$ cat config.mk
export PLATFORM = sky130hd
export DESIGN_NAME = jtag_master_flat
export DESIGN_NICKNAME = d
export VERILOG_FILES = /design/src/rtl/jtag_master_if.sv /design/src/rtl/jtag_master.sv /design/src/flat_wrapper.sv
export SDC_FILE = /design/constraint.sdc
export NUM_CORES = 1
export LEC_CHECK = 0
export BUFFER_PORTS_ARGS = -buffer_cell sky130_fd_sc_hd__buf_2
export CORE_UTILIZATION = 25
export CTS_CLUSTER_SIZE = 14
export DETAILED_ROUTE_END_ITERATION = 12
export SLEW_MARGIN = 0
export SYNTH_ARGS = -nofsm -noshare
export SYNTH_HDL_FRONTEND = slang
export SYNTH_SLANG_ARGS = --single-unit
$ cat constraint.sdc
create_clock -name clk_50_ -period 3.2 [get_ports clk_50_]
set_input_delay 0.16 -clock clk_50_ [delete_from_list [all_inputs] [get_ports clk_50_]]
set_output_delay 0.16 -clock clk_50_ [all_outputs]
set_load 0.01 [all_outputs]
$ cat src/rtl/jtag_master_if.sv
`timescale 1ns/1ps
// Command/response bus between a JTAG host sequencer and jtag_master.
// master = the sequencer issuing commands, slave = jtag_master.
interface jtag_master_if #(
  parameter int MAX_LEN = 32,
  parameter int LEN_W   = 6
);
  logic               start;
  logic               is_ir;
  logic [LEN_W-1:0]   len;
  logic [MAX_LEN-1:0] data_in;
  logic               busy;
  logic               done;
  logic [MAX_LEN-1:0] data_out;

  modport master (output start, is_ir, len, data_in, input busy, done, data_out);
  modport slave  (input start, is_ir, len, data_in, output busy, done, data_out);
endinterface

$ cat src/rtl/jtag_master.sv
`timescale 1ns/1ps
// JTAG initiator: walks the TAP from Run-Test/Idle through Shift-IR/DR and back,
// shifting data_in out on TDI and capturing TDO into data_out.
//
// state      | meaning
// RESET_WALK | 5x TMS=1 then TMS=0: Test-Logic-Reset -> Run-Test/Idle
// IDLE       | TAP parked in Run-Test/Idle, waiting for start
// PRE        | Select-DR [, Select-IR], Capture, into Shift
// SHIFT      | len bits on TDI/TDO, TMS=1 on the last bit (-> Exit1)
// POST       | Update, back to Run-Test/Idle
module jtag_master #(
  parameter int MAX_LEN = 32,
  parameter int LEN_W   = 6,
  parameter int TCK_DIV = 2
) (
  input  logic         clk_50_,
  input  logic         reset_,
  jtag_master_if.slave cmd,
  input  logic         tdo,
  output logic         tck,
  output logic         tms,
  output logic         tdi
);

  localparam int DIV_W = (TCK_DIV > 1) ? $clog2(TCK_DIV) : 1;

  typedef enum logic [2:0] {RESET_WALK, IDLE, PRE, SHIFT, POST} state_e;

  state_e             state, state_nx;
  logic [DIV_W-1:0]   div_cnt, div_nx;
  logic [LEN_W-1:0]   seq_cnt, seq_nx;
  logic [LEN_W-1:0]   len_q, len_nx;
  logic               ir_q, ir_nx;
  logic [MAX_LEN-1:0] sh_q, sh_nx;
  logic [MAX_LEN-1:0] dout_q, dout_nx;
  logic               busy_q, busy_nx;
  logic               done_q, done_nx;
  logic               tck_nx, tms_nx, tdi_nx;

  logic               half_end, rise, fall, len_ok;
  logic [LEN_W-1:0]   seq_inc, last_pre, last_bit;

  assign half_end = (div_cnt == DIV_W'(TCK_DIV - 1));
  assign rise     = half_end & ~tck;
  assign fall     = half_end & tck;
  assign seq_inc  = (seq_cnt == '1) ? seq_cnt : seq_cnt + LEN_W'(1);
  assign last_pre = ir_q ? LEN_W'(3) : LEN_W'(2);
  assign last_bit = len_q - LEN_W'(1);
  assign len_ok   = (cmd.len != '0) && (cmd.len <= LEN_W'(MAX_LEN));

  always_ff @(posedge clk_50_ or posedge reset_) begin
    if (reset_) begin
      state   <= RESET_WALK;
      div_cnt <= '0;
      seq_cnt <= '0;
      len_q   <= '0;
      ir_q    <= 1'b0;
      sh_q    <= '0;
      dout_q  <= '0;
      busy_q  <= 1'b1;
      done_q  <= 1'b0;
      tck     <= 1'b0;
      tms     <= 1'b1;
      tdi     <= 1'b0;
    end else begin
      state   <= state_nx;
      div_cnt <= div_nx;
      seq_cnt <= seq_nx;
      len_q   <= len_nx;
      ir_q    <= ir_nx;
      sh_q    <= sh_nx;
      dout_q  <= dout_nx;
      busy_q  <= busy_nx;
      done_q  <= done_nx;
      tck     <= tck_nx;
      tms     <= tms_nx;
      tdi     <= tdi_nx;
    end
  end

  always_comb begin
    state_nx = state;
    div_nx   = div_cnt;
    seq_nx   = seq_cnt;
    len_nx   = len_q;
    ir_nx    = ir_q;
    sh_nx    = sh_q;
    dout_nx  = dout_q;
    busy_nx  = busy_q;
    done_nx  = 1'b0;
    tck_nx   = tck;
    tms_nx   = tms;
    tdi_nx   = tdi;

    // TCK runs whenever a walk is in progress; IDLE parks it low.
    if (state != IDLE) begin
      div_nx = half_end ? '0 : div_cnt + DIV_W'(1);
      if (rise) tck_nx = 1'b1;
      if (fall) tck_nx = 1'b0;
    end

    case (state)
      RESET_WALK: begin
        if (fall) begin
          if (seq_cnt == LEN_W'(5)) begin
            state_nx = IDLE;
            seq_nx   = '0;
            busy_nx  = 1'b0;
            tms_nx   = 1'b0;
          end else begin
            seq_nx = seq_inc;
            tms_nx = (seq_inc != LEN_W'(5));
          end
        end
      end
      IDLE: begin
        if (cmd.start && len_ok) begin
          state_nx = PRE;
          busy_nx  = 1'b1;
          len_nx   = cmd.len;
          ir_nx    = cmd.is_ir;
          sh_nx    = cmd.data_in;
          dout_nx  = '0;
          seq_nx   = '0;
          div_nx   = '0;
          tms_nx   = 1'b1;
          tdi_nx   = 1'b0;
        end
      end
      PRE: begin
        if (fall) begin
          if (seq_cnt == last_pre) begin
            state_nx = SHIFT;
            seq_nx   = '0;
            tms_nx   = (len_q == LEN_W'(1));
            tdi_nx   = sh_q[0];
          end else begin
            seq_nx = seq_inc;
            tms_nx = ir_q && (seq_inc == LEN_W'(1));
            tdi_nx = 1'b0;
          end
        end
      end
      SHIFT: begin
        if (rise) begin
          for (int i = 0; i < MAX_LEN; i++)
            if (seq_cnt == LEN_W'(i)) dout_nx[i] = tdo;
        end
        if (fall) begin
          if (seq_cnt == last_bit) begin
            state_nx = POST;
            seq_nx   = '0;
            tms_nx   = 1'b1;
            tdi_nx   = 1'b0;
          end else begin
            seq_nx = seq_inc;
            sh_nx  = sh_q >> 1;
            tdi_nx = sh_q[1];
            tms_nx = (seq_inc == last_bit);
          end
        end
      end
      POST: begin
        if (fall) begin
          if (seq_cnt == LEN_W'(1)) begin
            state_nx = IDLE;
            seq_nx   = '0;
            busy_nx  = 1'b0;
            done_nx  = 1'b1;
            tms_nx   = 1'b0;
            tdi_nx   = 1'b0;
          end else begin
            seq_nx = seq_inc;
            tms_nx = 1'b0;
          end
        end
      end
      default: state_nx = RESET_WALK;
    endcase
  end

  assign cmd.busy     = busy_q;
  assign cmd.done     = done_q;
  assign cmd.data_out = dout_q;

endmodule

$ cat src/flat_wrapper.sv
// flat-port wrapper written by rule: the top's interface ports become plain ports
module jtag_master_flat 
#(
  parameter int MAX_LEN = 32,
  parameter int LEN_W   = 6,
  parameter int TCK_DIV = 2
)
  (clk_50_, reset_, tdo, tck, tms, tdi, cmd_start, cmd_is_ir, cmd_len, cmd_data_in, cmd_busy, cmd_done, cmd_data_out);
  jtag_master_if #(.MAX_LEN(MAX_LEN), .LEN_W(LEN_W)) cmd_i ();
  input  logic clk_50_;
  input  logic reset_;
  input  logic tdo;
  output logic tck;
  output logic tms;
  output logic tdi;
  input wire logic [$bits(cmd_i.start)-1:0] cmd_start;
  input wire logic [$bits(cmd_i.is_ir)-1:0] cmd_is_ir;
  input wire logic [$bits(cmd_i.len)-1:0] cmd_len;
  input wire logic [$bits(cmd_i.data_in)-1:0] cmd_data_in;
  output wire logic [$bits(cmd_i.busy)-1:0] cmd_busy;
  output wire logic [$bits(cmd_i.done)-1:0] cmd_done;
  output wire logic [$bits(cmd_i.data_out)-1:0] cmd_data_out;
  assign cmd_i.start = cmd_start;
  assign cmd_i.is_ir = cmd_is_ir;
  assign cmd_i.len = cmd_len;
  assign cmd_i.data_in = cmd_data_in;
  assign cmd_busy = cmd_i.busy;
  assign cmd_done = cmd_i.done;
  assign cmd_data_out = cmd_i.data_out;
  jtag_master #(.MAX_LEN(MAX_LEN), .LEN_W(LEN_W), .TCK_DIV(TCK_DIV)) u_core (.clk_50_(clk_50_), .reset_(reset_), .cmd(cmd_i), .tdo(tdo), .tck(tck), .tms(tms), .tdi(tdi));
endmodule
Word level (Yosys, flattened, before mapping)
Cells that the tools add are included.
- equality and inequality tests: 86
- multiplexer cells: 90
- bitwise operators: 3
- magnitude comparators: 1
- reductions and logical operators: 50
- $add $sub $neg: 3
- operators with widths (kind ; number):
    $mux W32 ; 5
    $reduce_and A4 Y1 ; 33
    $pmux W32 S2 ; 2
    $eq A6 B5 Y1 const B ; 16
    $ne A2 B1 Y1 const B ; 42
    $mux W6 ; 10
    $mux W1 ; 59
    $eq A6 B4 Y1 const B ; 8
    $pmux W6 S5 ; 1
    $mux W3 ; 9
    $eq A6 B3 Y1 const B ; 4
    $eq A6 B1 Y1 const B ; 3
    $eq A6 B6 Y1 ; 3
    $reduce_and A6 Y1 ; 3
    $pmux W3 S5 ; 1
    $eq A6 B2 Y1 const B ; 2
    $reduce_and A9 Y1 ; 1
    $add A6 B1 Y6 const B ; 1
    $eq A3 B2 Y1 const B ; 2
    $eq A6 B6 Y1 const B ; 1
    $le A6 B6 Y1 const B ; 1
    $logic_not A6 Y1 ; 1
    $ne A6 B3 Y1 const B ; 1
    $reduce_bool A6 Y1 ; 1
    18 further kinds ; 23
- bits in registers: 86
- bits of input ports: 43
- word-level logic and storage cells: 276
- output and inout bits: 37

Logic depth before layout (Yosys ltp)
- depth in word-level cells: 7
- depth in mapped cells: 10
- gate-level depth less buffers: 8

Worst setup path after synthesis
Ideal clock, no wire load.
- kind: reg-to-reg
- start point: register u_core.len_q[0]
- end point: register u_core.sh_q[10]
- stages on the path, launching flop included: 11
- data required time: 3072 ps
- path buffers: 2
- setup slack: 665 ps
- library setup time: 128 ps
- arrival: 2408 ps
- period minus slack after synthesis: 2535 ps
- cell sequence: dfrtp_1 -> inv_1 -> ha_1 -> nor3b_1 -> xnor2_2 -> xnor2_1 -> and3_1 -> buf_2 -> o31ai_4 -> buf_4 -> mux2_1
- word-level cells in the longest chain between the ends: 4
- ends and longest elaborated chain (item ; RTL line ; text):
    start, declared ; jtag_master.sv:32 ; logic [LEN_W-1:0] len_q, len_nx;
    start signal, assigned ; jtag_master.sv:69 ; len_q <= len_nx;
    $sub A6 B1 Y6 ; jtag_master.sv:48 ; assign last_bit = len_q - LEN_W'(1);
    $eq A6 B6 Y1 ; jtag_master.sv:150 ; if (seq_cnt == last_bit) begin
    $ne A2 B2 Y1 (no source line) ; -- ;
    $reduce_and A4 Y1 (no source line) ; -- ;
    end signal, assigned ; jtag_master.sv:71 ; sh_q <= sh_nx;
    end, declared ; jtag_master.sv:34 ; logic [MAX_LEN-1:0] sh_q, sh_nx;
No other way between the ends.
A chain may end at the register's enable or synchronous reset.

Worst setup path in the final report
- start point: register u_core.len_q[0]
- end point: register u_core.sh_q[21]
The elaborated chain is that of the path after synthesis.

==> flow_metrics.py <==
metrics = {
    "status": {
        "status": "completed",
    },
    "run": {
        "cap_violations": 0,
    },
    "placed_design": {
        "dp_hpwl_um": 8380,
        "gp_congestion": 0.830,
        "dpl.cell_count": 719,
        "port_buffers": 79,
    },
    "power": {
        "ir_worst_vdd_mv": 0.306,
        "p_leak_uw": 0.00248,
        "power_density_nw_per_um2": 990,
        "p_total_uw": 5620,
    },
    "worst_setup_path": {
        "cp_max_fo": 32,
        "critPathLaunchType": "flop",
        "crit_arrival_ps": 2830,
        "cp_data_required_time_ps": 3420,
        "crit_type": "reg -> reg",
        "worstSetupEndpointType": "flop",
    },
    "global_routing": {
        "grt_max_degree": 47,
        "met3_usage_pct": 3.34,
        "grt.overflow.total": 0,
        "gr-max-usage-layer": "met2",
        "antenna_found_initial": 0,
        "grt.total_usage_pct": 12.4,
        "globalRouteMet1Util_pct": 16.1,
        "grt_first_pass_wirelength_um": 19000,
        "grt_pass1_vias": 3643,
        "grt_use_met2_pct": 19.6,
    },
    "logic_synthesis": {
        "synth_edf_count": 0,
        "synth.area.top_cells": "dfrtp_1, mux2_2, mux2_1, o211ai_1, o31ai_1",
        "syn_inst": 434,
        "synth_area_leader_cell": "dfrtp_1",
        "synth_common_cells": "dfrtp_1, mux2_2, o211ai_1",
        "syn_area_per_cell_um2": 10.9,
        "synth.most_common_cell": "dfrtp_1",
        "netlist_area_um2": 4740,
        "ys_ff_latch": 86,
        "netlist.area_leader.share_pct": 44.4,
        "ys_async_sr_fraction_pct": 100,
        "ys_seq_area_share_pct": 45.5,
        "synthDistinctLibCells": 56,
        "syn_nets": 483,
        "ys.warnings.count": 0,
        "yosys_most_used_dff": "dfrtp_1",
    },
    "route": {
        "dr.first_iter.drc_count": 166,
        "drc": 0,
        "dr.pass1.iters": 4,
        "wire_per_inst_um": 15.7,
        "routed_wl_um": 11500,
        "vias_per_cell": 4.95,
        "vias": 3641,
        "ant_nets": 0,
    },
    "timing": {
        "rsz0062_at_grt": "no",
        "holdWs_ps": 61.6,
        "worst_slew_pin_slew_ps": 947,
        "min_period_ps": 2610,
        "maxSlewViolCount": 0,
        "setup_violations": 0,
        "clock_skew_ps": 6.55,
        "setup_tns_ps": 0,
        "period_share_pct": 81.5,
        "maxSlewHeadroom_pct": 36.8,
        "clock.fmax_ghz": 0.383,
        "hold_viol": 0,
    },
    "finish": {
        "area_growth_pct": 19.9,
        "fin_util_pct": 31.1,
        "nFillCells": 1867,
        "final_cells": 736,
        "drive_above_1_share_pct": 29.6,
        "diodes": 0,
        "layout.nets": 551,
    },
    "clock_network": {
        "cts.sinks": 86,
        "clockBufferDepth": 2,
        "htreeDepth": 3,
        "cts_resized": 0,
        "clock_latency_ps": 340,
        "clockRootBuffer": "clkbuf_16",
        "path_clk_slew_ps": 60,
        "numCtsBuffers": 9,
        "cts_tree": "yes",
    },
    "die": {
        "dieHeight_um": 140,
        "die_w_um": 140,
        "rows": 49,
        "boundaryPins": 80,
        "dieArea_um2": 19500,
        "core_area_um2": 18300,
        "start_util_pct": 25.9,
    },
    "min_path": {
        "hold_path.class": "in -> reg",
    },
}
-- per-stage QoR --
stage | setup slack, ps | cell area [µm²]
after global placement | 647 | 5360
after detailed placement | 590 | 5360
after floorplan | 665 | 4740
after global routing | 362 | 5680
final | 590 | 5680
after CTS | 567 | 5680
-- cell usage in the layout, fill, tap and decap left out, types with 2 or more instances in the layout --
cell type   n
nand3b_1    2
mux2_2     39
xor2_1      3
dfstp_2     2
a31o_2      2
dfrtp_1    84
nand2_1    28
mux2_1     28
nor3_1      7
o31ai_1    30
clkbuf_8    3
a221oi_1    2
nand2b_1    8
nor2b_1     4
xnor2_1    16
a211oi_1    5
buf_2      79
o22a_1      2
and2_1      2
o211ai_1   31
and4b_1     2
o21ai_0    10
nand4b_1    2
clkbuf_16   9
nand3_1     9
buf_4       8
mux2i_1     5
ha_1        6
nor2_1     13
a21oi_1    10
and3_1      7
nor3b_1     6
or2_2       2
nand4_1     2
clkbuf_1    2
inv_1      10
a21o_1      3
-- critical path, stage by stage, from the launching register on --
cell and delay [ps]:
dfrtp_1 420, inv_1 90, ha_1 170, nor3b_1 310, xnor2_2 200, xnor2_1 120
and3_1 270, o31ai_4 280, buf_12 240, mux2_1 350
-- per-layer routing --
layer | wire [µm] | share of wire [%]
met5 | 0 | 0
met4 | 157 | 1.4
met3 | 592 | 5.1
met2 | 5470 | 47
met1 | 5320 | 46
-- registers in the layout, summed over array words and instances (netlist names) --
register	cells
u_core.cmd.busy	1
u_core.cmd.data_out	32
u_core.cmd.done	1
u_core.div_cnt	1
u_core.ir_q	1
u_core.len_q	6
u_core.seq_cnt	6
u_core.sh_q	32
u_core.state	3
u_core.tck	1
u_core.tdi	1
u_core.tms	1
-- what timing repair did --
action,in CTS,in global routing
hold endpoints to repair,43,0
setup buffers,0,0
hold buffers,1,0
-- logic make-up (layout without fill, tap and decap cells) --
logic type | Yosys count | after routing | share of synthesized area [%]
muxes | 72 | 72 | 17.0
buffers and inverters | 43 | 116 | 3.88
adders and majority gates | 6 | 6 | 1.58
and+or+nand+nor | 97 | 97 | 10.8
DFF | 86 | 86 | 45.5
AOI/OAI and AO/OA | 109 | 109 | 16.9
xor gates and xnor gates | 21 | 21 | 4.33
-- report_power, final --
| group | internal, µW | switching, µW |
|---|---|---|
| registers | 1540 | 325 |
| clock network | 671 | 429 |
| logic | 1310 | 1360 |
-- worst paths after layout --
| path | start | end | slack, ps | cells after the start |
|---|---|---|---|---|
| worst min-delay path | cmd_data_in[31] | u_core.sh_q[31] | 60 | 3 |
| worst max register to register | u_core.len_q[0] | u_core.sh_q[21] | 590 | 9 |
| worst min register to register | u_core.sh_q[23] | u_core.sh_q[23] | 480 | 1 |
| worst max-delay path | u_core.len_q[0] | u_core.sh_q[21] | 590 | 9 |
| min in group asynchronous | reset_ | u_core.cmd.data_out[16] | 490 | 3 |
| max in group asynchronous | reset_ | u_core.sh_q[17] | 1850 | 4 |
-- cell type report --
type                       instances  area (µm²)  share of cell area, %
sequential                        86        2150                   37.9
inverter                          11        42.5                  0.749
multi-input combinational        305        2400                   42.2
timing repair buffer              89         485                   8.55
clock buffer                      14         274                   4.82
clock inverter                     2        38.8                  0.683
tap                              229         287                   5.04
Note: power is estimated with default switching activity, not from simulation.
